[src/rtl/afifo_wr_arbiter.sv]
// Round-robin, burst-locking arbiter for the async FIFO write port (wclk domain).
// Define AFIFO_ARB_PRIO_EN to make requester 0 high-priority in arbitration.
module afifo_wr_arbiter #(
    parameter int NUM_REQ    = 4,
    parameter int DATA_WIDTH = 8,
    parameter int MAX_BURST  = 4
) (
    input  logic                          wclk,
    input  logic                          wrst,
    input  logic [NUM_REQ-1:0]            req,
    input  logic [NUM_REQ*DATA_WIDTH-1:0] req_data,
    input  logic [NUM_REQ-1:0]            req_last,
    output logic [NUM_REQ-1:0]            ack,
    output logic [NUM_REQ-1:0]            grant,
    output logic                          busy,
    input  logic                          wfull,
    output logic                          winc,
    output logic [DATA_WIDTH-1:0]         wdata
);

    localparam int IW = (NUM_REQ > 1) ? $clog2(NUM_REQ) : 1;
    localparam int CW = $clog2(MAX_BURST + 1);

    typedef enum logic {IDLE, LOCKED} state_t;

    state_t               state_q, state_d;
    logic [NUM_REQ-1:0]   grant_q, grant_d;
    logic [IW-1:0]        own_q, own_d;
    logic [IW-1:0]        rr_ptr_q, rr_ptr_d;
    logic [CW-1:0]        beat_cnt_q, beat_cnt_d;
    logic                 prio_q, prio_d;
    logic [IW-1:0]        pick, cand;
    logic                 pick_ok, release_now;

    always_ff @(posedge wclk or posedge wrst) begin
        if (wrst) begin
            state_q    <= IDLE;
            grant_q    <= '0;
            own_q      <= '0;
            rr_ptr_q   <= IW'(NUM_REQ - 1);
            beat_cnt_q <= '0;
            prio_q     <= 1'b0;
        end else begin
            state_q    <= state_d;
            grant_q    <= grant_d;
            own_q      <= own_d;
            rr_ptr_q   <= rr_ptr_d;
            beat_cnt_q <= beat_cnt_d;
            prio_q     <= prio_d;
        end
    end

    // Circular search starting just after rr_ptr
    always_comb begin
        pick    = '0;
        pick_ok = 1'b0;
        cand    = '0;
        for (int i = 1; i <= NUM_REQ; i++) begin
            cand = IW'((int'(rr_ptr_q) + i) % NUM_REQ);
`ifdef AFIFO_ARB_PRIO_EN
            if (!pick_ok && req[cand] && cand != '0) begin
`else
            if (!pick_ok && req[cand]) begin
`endif
                pick    = cand;
                pick_ok = 1'b1;
            end
        end
    end

    always_comb begin
        state_d     = state_q;
        grant_d     = grant_q;
        own_d       = own_q;
        rr_ptr_d    = rr_ptr_q;
        beat_cnt_d  = beat_cnt_q;
        prio_d      = prio_q;
        winc        = 1'b0;
        wdata       = '0;
        ack         = '0;
        busy        = 1'b0;
        release_now = 1'b0;
        unique case (state_q)
            IDLE: begin
`ifdef AFIFO_ARB_PRIO_EN
                // After a priority grant, a waiting 1..N-1 requester goes first
                if (req[0] && !(prio_q && pick_ok)) begin
                    state_d    = LOCKED;
                    grant_d    = NUM_REQ'(1);
                    own_d      = '0;
                    beat_cnt_d = '0;
                    prio_d     = 1'b1;
                end else if (pick_ok) begin
                    state_d    = LOCKED;
                    grant_d    = NUM_REQ'(1) << pick;
                    own_d      = pick;
                    beat_cnt_d = '0;
                    prio_d     = 1'b0;
                end
`else
                if (pick_ok) begin
                    state_d    = LOCKED;
                    grant_d    = NUM_REQ'(1) << pick;
                    own_d      = pick;
                    beat_cnt_d = '0;
                end
`endif
            end
            LOCKED: begin
                busy = 1'b1;
                winc = req[own_q] & ~wfull;
                if (winc) begin
                    wdata      = req_data[int'(own_q)*DATA_WIDTH +: DATA_WIDTH];
                    ack        = grant_q;
                    beat_cnt_d = beat_cnt_q + CW'(1);
                end
                release_now = ~req[own_q] | (winc & (req_last[own_q] |
                              (beat_cnt_q == CW'(MAX_BURST - 1))));
                if (release_now) begin
                    state_d = IDLE;
                    grant_d = '0;
`ifdef AFIFO_ARB_PRIO_EN
                    if (own_q != '0) rr_ptr_d = own_q;
`else
                    rr_ptr_d = own_q;
`endif
                end
            end
            default: state_d = IDLE;
        endcase
    end

    assign grant = grant_q;

endmodule
[config.mk]
export PLATFORM = sky130hd
export DESIGN_NAME = afifo_wr_arbiter
export DESIGN_NICKNAME = d
export VERILOG_FILES = /design/src/rtl/afifo_wr_arbiter.sv
export SDC_FILE = /design/constraint.sdc
export NUM_CORES = 1
export LEC_CHECK = 0
export BUFFER_PORTS_ARGS = -buffer_cell sky130_fd_sc_hd__clkbuf_2
export CAP_MARGIN = 20
export CORE_MARGIN = 5
export CORE_UTILIZATION = 42
export CTS_BUF_LIST = sky130_fd_sc_hd__clkbuf_8 sky130_fd_sc_hd__clkbuf_16
export DETAILED_ROUTE_END_ITERATION = 10
export GPL_ROUTABILITY_DRIVEN = 0
export GPL_TIMING_DRIVEN = 0
export PLACE_DENSITY = 0.79
export SLEW_MARGIN = 5
export SYNTH_ARGS = -nofsm -noshare
export SYNTH_HDL_FRONTEND = slang
export SYNTH_SLANG_ARGS = --single-unit
export TNS_END_PERCENT = 50
[constraint.sdc]
create_clock -name wclk -period 2.4 [get_ports wclk]
set_clock_uncertainty 0.05 [all_clocks]
set_input_delay 0.48 -clock wclk [delete_from_list [all_inputs] [get_ports wclk]]
set_output_delay 0.48 -clock wclk [all_outputs]
set_load 0.005 [all_outputs]
==> impl_results.md <==
- Die H: 58.0 um
- Dominant cell type by area after synthesis: dfrtp_1
- Reg clk slew, reported paths: 0.05 ns
- Fill count: 197
- Post-Syn Area: 966 um^2
- Area growth, synth to finish: 42.0%
- Hold_ws: 0.181 ns
- Unrepaired setup endpoints after global routing: no
- FF/Latch Area: 304 um^2
- Largest net degree at the start of global routing: 13
- Clock tree buffer depth: 2
- Type of origin of the critical path: flop
- Global route total overflow: 0
- Dpl hpwl: 2370 um
- GR Util met3: 4.90%
- Average wire per standard cell: 15.9 um
- Max Cap Viol: 0
- Design Area, Final: 0.00137 mm^2
- Post-Syn Nets: 134
- Antenna-violating nets left: 0
- Worst min-delay path class: in2async
- Slew margin rel.: 64.0%
- CTS tree: built
- Leak Pwr: 0.723 nW
- Cell Count, Final, Fillers Out: 183
- Setup TNS: 0 ns
- Final max-slew violation count: 0
- PD cells: 1020 mW/mm^2
- Placed Cells: 177
- TritonRoute pass-1 iters: 4
- Drt via density: 5.42
- Gr usage total: 17.3%
- Layout cells sized above 1: 56.8%
- Status: finished, final reports clean
- PortBufs: 60
- Data arrival, critical path: 1.80 ns
- Antenna violations before repair: 0
- Top achievable clock speed: 430 MHz
- Area of the die: 0.00336 mm^2
- Clock latency at the later pin of the worst-skew pair: 0.24 ns
- Fin. Hold Viols: 0
- Vias in the first global route: 1017
- Row count: 17
- Routing usage on met1: 19.4%
- Kind of critical path: reg2out
- Initial Util: 43.7%
- Num CTS Buffers: 3
- Met2 Track Usage GR: 30.3%
- Minimum clock period: 2.33 ns
- Nets: 201
- H-tree levels: 1
- Final WL: 2910 um
- Placed inst area: 0.00130 mm^2
- WP data required: 1.87 ns
- Via count: 992
- Die Width: 58.0 um
- Detailed router's first-iteration violation count: 28
- Synth Instances: 89
- Share of the synthesized area in the top cell type: 25.9%
- Cell variety after synth: 33
- First-pass GRT wire length: 4520 um
- Maximum vdd drop: 0.000735 V
- Core area: 0.00221 mm^2
- Syn avg cell area: 10.9 um^2
- Worst Tran Pin Value: 0.539 ns
- DRC: 0
- GRT busiest layer: met2
- Area of the multi-input gates: 622 um^2
- Yosys Warn Count: 0
- I/O pin cnt: 61
- Register area share after synthesis: 31.3%
- Top cells by area, synth: dfrtp_1 26%, mux4_2 21%, and2_1 7.8%
- Final setup violation count: 0
- CTS root buf: clkbuf_8
- Synth Register Bits: 12
- ANT cells: 0
- Tcrit/Tclk final: 96.9%
- Crit-path max FO: 10
- Clock sinks: 12
- Critical Path End Type: output port
==> synthesized netlist by cell type <==
master    count
a211oi_1      1
a21o_1        1
a21oi_1       3
a31o_2        1
a32o_1        2
and2_1       12
buf_2         1
buf_4         2
clkbuf_1      1
dfrtp_1      10
dfstp_2       2
ha_1          2
inv_1         6
inv_2         1
mux2_2        1
mux2_4        1
mux2i_1       3
mux4_2        9
nand2_1       5
nand2b_1      2
nand2b_4      1
nand3_1       3
nand3b_2      1
nor2_1        4
nor2b_1       1
o21a_1        1
o21ai_0       4
o21ai_4       1
o22a_1        1
o22ai_1       2
o31ai_2       1
o32ai_1       2
or4_1         1
==> layout by cell type (no fill, tap or decap), types with 3 or more instances in the layout <==
cell | synthesis | routed
nand3_1 | 3 | 3
clkbuf_2 | 0 | 60
inv_1 | 6 | 7
dfrtp_1 | 10 | 9
a21oi_1 | 3 | 3
nor2_1 | 4 | 4
clkbuf_8 | 0 | 3
nand2_1 | 5 | 5
buf_4 | 2 | 4
mux2i_1 | 3 | 3
mux4_2 | 9 | 9
and2_1 | 12 | 12
o21ai_0 | 4 | 4
==> report_power, final <==
part           switching (mW)  leakage (nW)  internal (mW)
sequential             0.0937         0.149          0.304
combinational           0.375         0.547          0.444
clock                  0.0739        0.0269          0.113
==> final cells by class <==
| type | instances | area share, % |
|---|---|---|
| clock buffers | 3 | 3.01 |
| repair buffers | 62 | 23.0 |
| inverters | 7 | 1.92 |
| well taps | 28 | 2.55 |
| plain buffers | 4 | 1.73 |
| clock inverters | 1 | 0.274 |
| flip-flops and latches | 12 | 22.2 |
| multi-input cells | 66 | 45.3 |
==> cells by family after synthesis <==
kind of cell / after synthesis / share of synthesized area (%)
buffers and inverters: 11 / 5.18
and+or+nand+nor: 30 / 18.1
muxes: 14 / 26.8
adders and majority gates: 2 / 2.59
AOI/OAI and AO/OA: 20 / 15.9
DFF: 12 / 31.3
==> metal layers <==
layer | wire length [um] | vias up
met4 | 42 | 0
met1 | 1140 | 458
met5 | 0 | -
met2 | 1370 | 61
met3 | 362 | 4
li1 | - | 469
==> metrics by stage <==
stage	setup slack, ns	utilization [%]	power [mW]
floorplan	0.440	-	0.964
global placement	0.119	58.8	1.16
detailed placement	0.0908	58.8	1.19
CTS	0.00830	60.9	1.39
global route	0.00694	62.0	1.51
finish	0.0741	62.0	1.40
==> critical path, cell delays in order (launching register included) <==
cell	delay (ns)
dfrtp_2	0.40
mux4_2	0.55
nand3b_4	0.11
inv_2	0.06
buf_2	0.17
and2_1	0.15
clkbuf_2	0.11
==> flip-flops by register name, summed over array words and instances (netlist names) <==
| signal | count |
|---|---|
| grant | 4 |
| beat_cnt_q | 3 |
| rr_ptr_q | 2 |
| own_q | 2 |
| state_q | 1 |
==> repair_timing <==
action | 4_1_cts | 5_1_grt
setup buffers | 0 | 2
gates cloned | 0 | 0
hold buffers | 0 | 0
resized for setup | 1 | 1
setup endpoints to repair | 8 | 8
==> worst paths after layout <==
check | startpoint | end | slack (ns) | cells past startpoint
hold / removal | wrst | grant[3] | 0.18 | 2
setup / recovery | own_q[1] | wdata[5] | 0.07 | 6
setup reg to reg | beat_cnt_q[0] | rr_ptr_q[1] | 0.68 | 5
min in group wclk | beat_cnt_q[0] | beat_cnt_q[0] | 0.46 | 1
max in group asynchronous | wrst | own_q[1] | 1.76 | 2
hold reg to reg | beat_cnt_q[0] | beat_cnt_q[0] | 0.46 | 1
No activity file was read; power rests on OpenSTA's default activity.
